==> src/rtl/vga_console.sv <==
// vga_console: terminal-style write sequencer (cursor, CR/LF/BS, wrap, clear, scroll) for a VGA text buffer.
// Latency: one write cycle per printable byte; clears and scroll copies make one buffer access per cycle.
// Backpressure: in_ready only while idle. Optional scroll-on-last-row via macro VGA_CONSOLE_SCROLL_EN.
module vga_console #(
    parameter int COLS = 80,
    parameter int ROWS = 30
) (
    input  logic        clk,
    input  logic        reset,
    input  logic        in_valid,
    input  logic [7:0]  in_char,
    output logic        in_ready,
    output logic [31:0] buf_addr,
    output logic        buf_we,
    output logic [7:0]  buf_wdata,
    input  logic [7:0]  buf_rdata,
    output logic [7:0]  cursor_x,
    output logic [7:0]  cursor_y,
    output logic        busy
);
    localparam logic [2:0] INIT_CLR  = 3'd0;
    localparam logic [2:0] IDLE      = 3'd1;
    localparam logic [2:0] WRITE     = 3'd2;
    localparam logic [2:0] ROW_CLR   = 3'd3;
`ifdef VGA_CONSOLE_SCROLL_EN
    localparam logic [2:0] SCROLL_RD = 3'd4;
    localparam logic [2:0] SCROLL_WR = 3'd5;
    localparam logic [31:0] COPY_LAST = 32'(COLS * (ROWS - 1) - 1);
    localparam logic [31:0] CLR_BASE  = 32'(COLS * (ROWS - 1));
    localparam logic [31:0] CLR_END   = 32'(COLS * ROWS - 1);
`else
    localparam logic [31:0] CLR_END   = 32'(COLS - 1);
`endif
    localparam logic [31:0] COLS32    = 32'(COLS);
    localparam logic [31:0] LAST_ADDR = 32'(COLS * ROWS - 1);
    localparam logic [7:0]  X_LAST    = 8'(COLS - 1);
    localparam logic [7:0]  Y_LAST    = 8'(ROWS - 1);

    // What the WRITE cycle does to the cursor when it ends
    localparam logic [1:0] K_NONE = 2'd0;
    localparam logic [1:0] K_ADV  = 2'd1;
    localparam logic [1:0] K_BACK = 2'd2;

    logic [2:0]  state;
    logic [31:0] addr;
    logic [7:0]  wdata_q;
    logic        wr_en;
    logic [1:0]  kind;
    logic [31:0] cursor_addr;
    logic [2:0]  adv_state;
    logic [7:0]  adv_y;

    assign cursor_addr = {24'd0, cursor_y} * COLS32 + {24'd0, cursor_x};

    // Row advance: next row, or the last-row sequence (scroll, or wrap to a cleared row 0)
    always_comb begin
        adv_state = IDLE;
        adv_y     = cursor_y + 8'd1;
        if (cursor_y == Y_LAST) begin
`ifdef VGA_CONSOLE_SCROLL_EN
            adv_state = SCROLL_RD;
            adv_y     = Y_LAST;
`else
            adv_state = ROW_CLR;
            adv_y     = 8'd0;
`endif
        end
    end

    always_ff @(posedge clk) begin
        if (reset) begin
            state    <= INIT_CLR;
            addr     <= '0;
            wdata_q  <= 8'h20;
            wr_en    <= 1'b0;
            kind     <= K_NONE;
            cursor_x <= 8'd0;
            cursor_y <= 8'd0;
        end else begin
            case (state)
                INIT_CLR: begin
                    if (addr == LAST_ADDR) begin
                        state <= IDLE;
                        addr  <= '0;
                    end else begin
                        addr <= addr + 32'd1;
                    end
                end
                IDLE: begin
                    if (in_valid) begin
                        kind  <= K_NONE;
                        wr_en <= 1'b0;
                        state <= WRITE;
                        case (in_char)
                            8'h0D: cursor_x <= 8'd0;
                            8'h0A: begin
                                cursor_x <= 8'd0;
                                cursor_y <= adv_y;
                                addr     <= '0;
                                if (cursor_y == Y_LAST) state <= adv_state;
                            end
                            8'h08: begin
                                if (cursor_x != 8'd0) begin
                                    kind    <= K_BACK;
                                    wr_en   <= 1'b1;
                                    wdata_q <= 8'h20;
                                    addr    <= cursor_addr - 32'd1;
                                end
                            end
                            default: begin
                                kind    <= K_ADV;
                                wr_en   <= 1'b1;
                                wdata_q <= in_char;
                                addr    <= cursor_addr;
                            end
                        endcase
                    end
                end
                WRITE: begin
                    state <= IDLE;
                    wr_en <= 1'b0;
                    if (kind == K_BACK) begin
                        cursor_x <= cursor_x - 8'd1;
                    end else if (kind == K_ADV) begin
                        if (cursor_x == X_LAST) begin
                            cursor_x <= 8'd0;
                            cursor_y <= adv_y;
                            state    <= adv_state;
                            addr     <= '0;
                        end else begin
                            cursor_x <= cursor_x + 8'd1;
                        end
                    end
                end
`ifdef VGA_CONSOLE_SCROLL_EN
                SCROLL_RD: state <= SCROLL_WR;
                SCROLL_WR: begin
                    if (addr == COPY_LAST) begin
                        state <= ROW_CLR;
                        addr  <= CLR_BASE;
                    end else begin
                        state <= SCROLL_RD;
                        addr  <= addr + 32'd1;
                    end
                end
`endif
                ROW_CLR: begin
                    if (addr == CLR_END) begin
                        state <= IDLE;
                        addr  <= '0;
                    end else begin
                        addr <= addr + 32'd1;
                    end
                end
                default: begin
                    state <= INIT_CLR;
                    addr  <= '0;
                end
            endcase
        end
    end

    assign in_ready = (state == IDLE) && !reset;
    assign busy     = !in_ready;

`ifdef VGA_CONSOLE_SCROLL_EN
    // Read the source row one cycle ahead; the copy write uses the returned data
    assign buf_addr  = (state == SCROLL_RD) ? addr + COLS32 : addr;
    assign buf_we    = !reset && ((state == INIT_CLR) || (state == ROW_CLR) ||
                                  (state == SCROLL_WR) || ((state == WRITE) && wr_en));
    assign buf_wdata = (state == WRITE) ? wdata_q :
                       (state == SCROLL_WR) ? buf_rdata : 8'h20;
`else
    logic unused_rdata;
    assign unused_rdata = ^buf_rdata;
    assign buf_addr  = addr;
    assign buf_we    = !reset && ((state == INIT_CLR) || (state == ROW_CLR) ||
                                  ((state == WRITE) && wr_en));
    assign buf_wdata = (state == WRITE) ? wdata_q : 8'h20;
`endif

endmodule

==> config.mk <==
export PLATFORM = sky130hd
export DESIGN_NAME = vga_console
export DESIGN_NICKNAME = d
export VERILOG_FILES = /design/src/rtl/vga_console.sv
export SDC_FILE = /design/constraint.sdc
export NUM_CORES = 1
export LEC_CHECK = 0
export BUFFER_PORTS_ARGS = -buffer_cell sky130_fd_sc_hd__buf_2
export CAP_MARGIN = 20
export CORE_MARGIN = 10
export CORE_UTILIZATION = 58
export CTS_BUF_LIST = sky130_fd_sc_hd__clkbuf_16
export DETAILED_ROUTE_END_ITERATION = 16
export GPL_TIMING_DRIVEN = 0
export PLACE_DENSITY_LB_ADDON = 0.12
export SYNTH_ARGS = -nofsm -noshare
export SYNTH_HDL_FRONTEND = slang
export SYNTH_SLANG_ARGS = --single-unit
==> constraint.sdc <==
create_clock -name clk -period 3.74 [get_ports clk]
set_input_delay 0.187 -clock clk [delete_from_list [all_inputs] [get_ports clk]]
set_output_delay 0.187 -clock clk [all_outputs]
set_load 0.01 [all_outputs]
Yosys cells after proc, flatten, opt, wreduce, memory -nomap -nowiden:

Cells that the tools add are included.

* add/subtract/negate cells: 6
* multiply operators: 1
* reduce and logical (&&, ||, !) cells: 18
* eq/ne operators: 24
* bitwise logic cells: 1
* muxes and demuxes: 41

Operators by type and width (count)
* two-way mux 32 bit: 7
* one-hot mux 32 bit (4 select lines): 1
* two-way mux 8 bit: 13
* one-hot mux 32 bit (3 select lines): 1
* one-hot mux 8 bit (2 select lines): 3
* adder 32 x 1 -> 32 bit, second input constant: 1
* equality test 32 x 12 -> 1 bit, second input constant: 1
* equality test 32 x 7 -> 1 bit, second input constant: 1
* equality test 8 x 4 -> 1 bit, second input constant: 3
* two-way mux 3 bit: 8
* inequality test 2 bit, second input constant: 9
* subtractor 16 x 1 -> 17 bit, second input constant: 1
* adder 15 x 8 -> 16 bit: 1
* adder 8 x 1 -> 8 bit, second input constant: 2
* one-hot mux 3 bit (4 select lines): 1
* AND reduction 6 bit: 2
* multiplier 8 x 3 -> 11 bit, second input constant: 1
* equality test 8 x 5 -> 1 bit, second input constant: 1
* equality test 8 x 7 -> 1 bit, second input constant: 1
* AND reduction 4 bit: 2
* nonzero test 8 bit: 1
* subtractor 8 x 1 -> 8 bit, second input constant: 1
* equality test 3 x 2 -> 1 bit, second input constant: 2
* inequality test 3 bit, second input constant: 2
* 17 further kinds: 25

* bits of input ports: 19
* output and inout port bits: 59
* word-level logic and storage cells: 98
* register bits: 62

Longest topological paths before layout:

Gate-level depths: netlist of run 1.

* word-level depth: 7
* mapped depth: 12
* gate-level depth less buffers: 10

Worst setup path after synthesis of run 1:

No wires, ideal clock.

* kind: register to register
* from: reg cursor_y[1]
* to: reg addr[13] (netlist: buf_addr[13])
* clock period less this slack: 3.311 ns
* path buffers: 0
* data arrival time: 3.233 ns
* data required time: 3.661 ns
* setup slack: 0.429 ns
* cell stages (with the launch flop): 10
* library setup time: 0.079 ns
* cell sequence: dfxtp_1 -> ha_1 -> ha_1 -> fa_1 -> a211oi_2 -> nor2_1 -> or4_4 -> or4_1 -> a211o_1 -> o211ai_1

* cells in the longest elaborated chain, start to end: 7

Ends and longest elaborated chain
* start, declared: line 18 `output logic [7:0] cursor_y,`
* start signal, assigned: line 98 `cursor_y <= adv_y;`
* start signal, assigned: line 127 `cursor_y <= adv_y;`
* multiplier 8 x 3 -> 11 bit (*): line 53 `assign cursor_addr = {24'd0, cursor_y} * COLS32 + {24'd0, cursor_x};`
* adder 15 x 8 -> 16 bit (*): line 53
* subtractor 16 x 1 -> 17 bit: line 107 `addr <= cursor_addr - 32'd1;`
* two-way mux 32 bit: line 103 `if (cursor_x != 8'd0) begin`
* one-hot mux 32 bit (3 select lines) (*): line 94 `case (in_char)`
* two-way mux 32 bit (*): line 90 `if (in_valid) begin`
* one-hot mux 32 bit (4 select lines) (*): line 80 `case (state)`
* end signal, assigned: line 86 `addr <= addr + 32'd1;`
* end signal, assigned: line 107
* end signal, assigned: line 114 `addr <= cursor_addr;`
* end, declared: line 45 `logic [31:0] addr;`

Every way passes the cells marked *; elsewhere a longest branch is shown, timed or not. The select of a mux whose other input is x is not followed.
A chain may end at the register's enable or synchronous reset.

Worst setup path in the final report of run 1:

* from: reg cursor_y[3]
* to: reg addr[14] (netlist: buf_addr[14])

Same word-level chain as after synthesis.

==> results of run 1 <==
[worst paths after layout]
check	start	endpoint	slack, ps	depth (start not counted)
setup / recovery	cursor_y[3]	buf_addr[14]	110	12
hold / removal	in_char[6]	wdata_q[6]	140	3
setup reg to reg	cursor_y[3]	buf_addr[14]	110	12
hold reg to reg	wdata_q[6]	wdata_q[6]	490	2
[routing by layer]
metal | global-route usage [%] | part of all wire [%]
met1 | 30.7 | 41
met2 | 39.0 | 45
met3 | 5.92 | 11
met4 | 8.52 | 3.2
met5 | 0 | 0
[cell usage after synthesis (5+ instances only)]
library cell,count
xor2_1,11
nand4_1,15
ha_1,30
or3_1,5
dfxtp_1,61
clkbuf_1,28
and3_1,13
o21ai_0,44
a21o_1,7
mux2i_1,10
nand2_1,46
a211oi_1,11
nand2b_1,5
o21ai_1,21
nor3b_1,10
nor3_1,29
inv_1,22
a31oi_1,9
o31ai_1,6
o211ai_1,6
xnor2_1,5
o22ai_1,11
and2_1,13
nor4b_1,6
nor2b_1,6
buf_2,7
a21oi_1,61
nor2_1,65
nand3_1,31
nor4_1,18
a22oi_1,7
[state kept, by name, indices dropped and copies added (netlist names)]
register	count
cursor_y	8
cursor_x	8
wdata_q	8
wr_en	1
kind	2
state	2
buf_addr	32
[timing repair]
item                       CTS  global route
hold endpoints to repair     0             0
hold buffers                 0             0
pin swaps                    0             1
setup endpoints to repair   10            13
gates resized for setup      1             6
[power by group through the flow]
| stage | Combinational (mW) | Sequential (mW) | Clock [mW] |
|---|---|---|---|
| floorplan | 0.0325 | 0.671 | 0 |
| global placement | 0.0578 | 0.670 | 0 |
| detailed placement | 0.0594 | 0.670 | 0 |
| CTS | 0.0597 | 0.656 | 0.885 |
| global route | 0.0658 | 0.656 | 0.908 |
| finish | 0.0611 | 0.656 | 0.883 |
[final cells by class]
| type | instances | area (um^2) | share of cell area [%] |
|---|---|---|---|
| multi-input cells | 573 | 3700 | 61.9 |
| flip-flops and latches | 61 | 1220 | 20.4 |
| repair buffers | 69 | 345 | 5.78 |
| clock buffers | 9 | 225 | 3.77 |
| plain buffers | 41 | 190 | 3.18 |
| well taps | 108 | 135 | 2.26 |
| inverters | 22 | 82.6 | 1.38 |
| clock inverters | 6 | 78.8 | 1.32 |
[worst max-delay path: cells and delay by family (launching register included)]
family / cells / cell delay, ps
and+or+nand+nor: 3 / 970
adders and majority gates: 3 / 1020
buffers and inverters: 2 / 350
AOI/OAI and AO/OA: 4 / 760
DFF: 1 / 460
[cell families after synthesis]
kind of cell	Yosys count
AOI/OAI and AO/OA	226
xor gates and xnor gates	17
adders and majority gates	32
buffers and inverters	63
DFF	61
muxes	10
and+or+nand+nor	288
[through the flow]
stage                     utilization [%]  area (um^2)
after floorplan                         -         5170
after global placement               65.1         5650
after detailed placement             65.1         5650
after CTS                            68.7         5960
after global routing                 68.9         5980
final                                68.9         5980
==> reports/results.txt, run 1 <==
Asr flop ratio synth: 0%
Pleak: 2.42 nW
Fillcell total: 768
Sw Ratio: 22.3%
Total power: 1.60 mW
Cells after DPL: 874
Combinational share of power: 3.8%
MaxCap Viol Count: 0
1st-pass router iterations: 6
Vias in the first global route: 5493
Final Max Tran Viols: 0
Int Pwr: 1.24 mW
Core ar.: 8680 um^2
Post-Place Worst Slack: -98.5 ps
Horiz. Die Dim: 114 um
Power per cell area: 268 nW/um^2
CTS Buf Count: 9
Sw Pwr: 0.356 mW
Worst Tran Pin Value: 848 ps
Vias/cell: 6.81
Clk_lat worst skew: 340 ps
CTS Sinks: 61
Final worst path period share: 97.1%
Status: complete, no violations
First-pass GRT wire length: 26.8 mm
CP max-delay cell: or4_4
RePlAce Congestion: 0.985
Yosys warning count: 0
Average size of a mapped cell: 7.41 um^2
Clk Tree Root Cell: clkbuf_16
Post-Route Setup TNS: 0 ps
Hold/Removal Path Class: input port to register
Setup crit start kind: register
Post-CTS setup buffer count: 0
H-tree Lvls: 3
CP Max Fanout: 10
Antenna-violating nets left: 0
CP cell instances: ha_1 -> ha_1 -> fa_1 -> a211oi_4 -> nor2_1 -> or4_4 -> nor4_1 -> o211a_1 -> buf_4 -> buf_4 -> a21oi_1 -> o22ai_1
Commonest non-fill, non-tap cell in the layout: buf_2
RSZ-0062 raised after global routing: no
Synth Area in XOR/XNOR: 3.15%
Post-Synth Simple-Gate Area: 30.1%
CP arrival: 3890 ps
Total die area: 13100 um^2
Mux contribution to synthesized area: 1.94%
Layout area overhead: 15.7%
Total gr overflow: 0
Total track usage: 24.2%
Final setup fails: 0
FP Rows: 34
WS Path Type: register to register
DRC: 0
Starting Density: 59.5%
Post-synth EDFFs: 0
Most used flip-flop cell after synthesis: dfxtp_1
Synth Area in Adders: 8.04%
Register share of total power: 41.0%
Layout Cells excl Fill: 889
Top cell type's share of synthesized area: 23.6%
Slew HR: 42.7%
Inserted Diodes: 0
Cell taking the most area after synthesis: dfxtp_1
VDD IR max: 0.199 mV
Worst EP required: 4000 ps
Final worst slack: 110 ps
Commonest cells after routing, fill and taps aside: buf_2 (76), nor2_1 (65), a21oi_1 (60), dfxtp_1 (60), nand2_1 (46)
Detail Placement HPWL: 12.4 mm
Wire per inst: 18.7 um
Vias: 6055
Mapped Area: 5170 um^2
Syn_nets: 748
DRT iter0 DRCs: 510
Max clock buf depth: 2
Sequential cell area fraction in the yosys report: 23.6%
Synth Area in Compound Gates: 27.9%
# IOs: 78
Hold_ws: 136 ps
Clk pwr share: 55.2%
Share of cells above drive strength 1: 14.2%
Largest net degree at the start of global routing: 11
CTS tree: built
Net count, final: 828
Clock Skews: 7.97 ps
Max Fclk: 0.275 GHz
Tmin final: 3630 ps
Final Hold Viols: 0
Die H: 114 um
Max incr delay on CP: 570 ps
Initial antenna violation count: 0
Library cells used by synthesis: 74
IO Port Bufs: 69
Post-synthesis register bit count: 61
Largest family of logic cells by synthesized area: simple AND/OR/NAND/NOR gates
Crit path capture type: register
Post-Syn Instances: 697
Worst-path clk slew: 50 ps
Final WL: 16.6 mm
Synth area leaders: dfxtp_1 (24%), ha_1 (7.3%), a21oi_1 (5.9%), nor2_1 (4.7%), o21ai_0 (4.3%)
(Power assumes the default switching activity.)
==> inputs of run 2 (changes only) <==
--- a/config.mk
+++ b/config.mk
@@ -13,6 +13,7 @@
 export DETAILED_ROUTE_END_ITERATION = 16
 export GPL_TIMING_DRIVEN = 0
 export PLACE_DENSITY_LB_ADDON = 0.12
+export SETUP_SLACK_MARGIN = 0.15
 export SYNTH_ARGS = -nofsm -noshare
 export SYNTH_HDL_FRONTEND = slang
 export SYNTH_SLANG_ARGS = --single-unit
==> constraint.sdc (replaced) <==
create_clock -name clk -period 3.74 [get_ports clk]
set_input_delay 0.561 -clock clk [delete_from_list [all_inputs] [get_ports clk]]
set_output_delay 0.561 -clock clk [all_outputs]
set_load 0.01 [all_outputs]
==> run 2 against run 1 <==
  * Cell count rose by 0.11%
  * Flip-flop and latch count unchanged
  * Maximum frequency up 5.6%
  * Global-route usage is the same
  * Non-clock buffer count grew 1
  * First-iteration DRC count grew 2.9%
  * Highest routed layer unchanged
==> reports/results.txt, run 2 (synthesis gave the netlist of run 1 again) <==
Slew HR: 42.9%
Commonest non-fill, non-tap cell in the layout: buf_2
IO Port Bufs: 69
Vias: 5972
Final setup fails: 0
Clk_lat worst skew: 330 ps
CP cell instances: ha_1 -> ha_1 -> fa_2 -> a211oi_2 -> nor2_1 -> or4_4 -> nor4_1 -> o211a_1 -> buf_4 -> buf_4 -> a21oi_1 -> o22ai_1
Net count, final: 829
Starting Density: 59.5%
Power per cell area: 268 nW/um^2
Crit path capture type: register
Max incr delay on CP: 570 ps
1st-pass router iterations: 9
RSZ-0062 raised after global routing: no
Detail Placement HPWL: 12.4 mm
CTS Sinks: 61
Inserted Diodes: 0
Vias in the first global route: 5494
DRC: 0
Layout area overhead: 15.8%
Core Util, Final: 68.9%
Worst EP required: 4000 ps
Horiz. Die Dim: 114 um
CP Max Fanout: 10
CTS tree: built
Commonest cells after routing, fill and taps aside: buf_2 (76), nor2_1 (65), a21oi_1 (60)
Final worst slack: 304 ps
Clk Tree Root Cell: clkbuf_16
Hold Buf Count CTS: 0
Wire per inst: 18.5 um
Final Hold Viols: 0
VDD IR max: 0.197 mV
# IOs: 78
Hold_ws: 490 ps
Antenna-violating nets left: 0
Crit path buf inv count: 2
Total power: 1.60 mW
RePlAce Congestion: 0.985
Total track usage: 24.2%
Core ar.: 8680 um^2
Worst-path clk slew: 60 ps
MaxCap Viol Count: 0
FP Rows: 34
Clock Skews: 6.63 ps
H-tree Lvls: 3
Pleak: 2.42 nW
Status: complete, no violations
Vias/cell: 6.71
CP max-delay cell: or4_4
Fillcell total: 767
CTS Buf Count: 9
Hold/Removal Path Class: register to register
Total gr overflow: 0
Initial antenna violation count: 0
Setup crit start kind: register
Largest register FFs: 32
Max clock buf depth: 2
DRT iter0 DRCs: 525
Crit-path leading delay family: simple AND/OR/NAND/NOR gates
Tmin final: 3440 ps
Max Fclk: 0.291 GHz
Worst Tran Pin Value: 848 ps
Die H: 114 um
Total die area: 13100 um^2
Share of cells above drive strength 1: 14.6%
CP arrival: 3690 ps
Post-Place Worst Slack: -98.5 ps
First-pass GRT wire length: 26.8 mm
Final Max Tran Viols: 0
Final WL: 16.5 mm
Largest net degree at the start of global routing: 11
WS Path Type: register to register
Final worst path period share: 91.9%
## run 2: changes by cell type in the layout (fill, tap and decap cells not counted), sizes merged
cell / before / now
buf: 82 / 83
## run 2: per-stage QoR
stage          setup TNS [ps]  instances  instance area (um^2)
3_3_place_gp                0        874                  5650
4_1_cts                     0        890                  5970
6_report                    0        890                  5980
3_5_place_dp             -665        874                  5650
2_1_floorplan               0        697                  5170
5_1_grt                     0        890                  5980
## run 2: worst reg2reg max path, stage by stage, from the launching register on
cell	delay, ps
dfxtp_2	360
ha_1	300
ha_1	250
fa_2	400
a211oi_2	270
nor2_1	130
or4_4	570
nor4_1	270
o211a_1	210
buf_4	150
buf_4	190
a21oi_1	100
o22ai_1	150
## run 2: report_power, final
part	total (mW)	switching, mW	leakage [nW]	internal, mW
clock	0.884	0.311	0.144	0.573
sequential	0.656	0.00361	0.493	0.653
combinational	0.0611	0.0419	1.78	0.0192
## run 2: per-layer routing
layer  share of wire (%)  track usage [%]  up-vias
met3                 9.9             5.92       40
met4                 2.6             8.52        0
met5                   0                0        -
met2                  46             39.0      339
li1                    -                -     2794
met1                  42             30.7     2799
## run 2: path summary, 6_finish.rpt
path	from	to	slack, ps	cells after the start
max	cursor_y[1]	buf_addr[14]	300	12
min	wdata_q[6]	wdata_q[6]	490	2
max reg2reg	cursor_y[1]	buf_addr[14]	300	12
min reg2reg	wdata_q[6]	wdata_q[6]	490	2
## run 2: layout make-up
| type | instances | area, um^2 | area share (%) |
|---|---|---|---|
| inverter | 22 | 82.6 | 1.38 |
| sequential | 61 | 1220 | 20.5 |
| tap | 108 | 135 | 2.26 |
| buffer | 41 | 190 | 3.18 |
| clock buffer | 9 | 225 | 3.76 |
| clock inverter | 6 | 78.8 | 1.32 |
| timing repair buffer | 70 | 353 | 5.90 |
| multi-input combinational | 573 | 3690 | 61.8 |
## run 2: what timing repair did
| item | 4_1_cts | 5_1_grt |
|---|---|---|
| gates resized for setup | 3 | 4 |
| setup buffers | 1 | 0 |
| pin swaps | 1 | 1 |
| setup endpoints to repair | 21 | 16 |
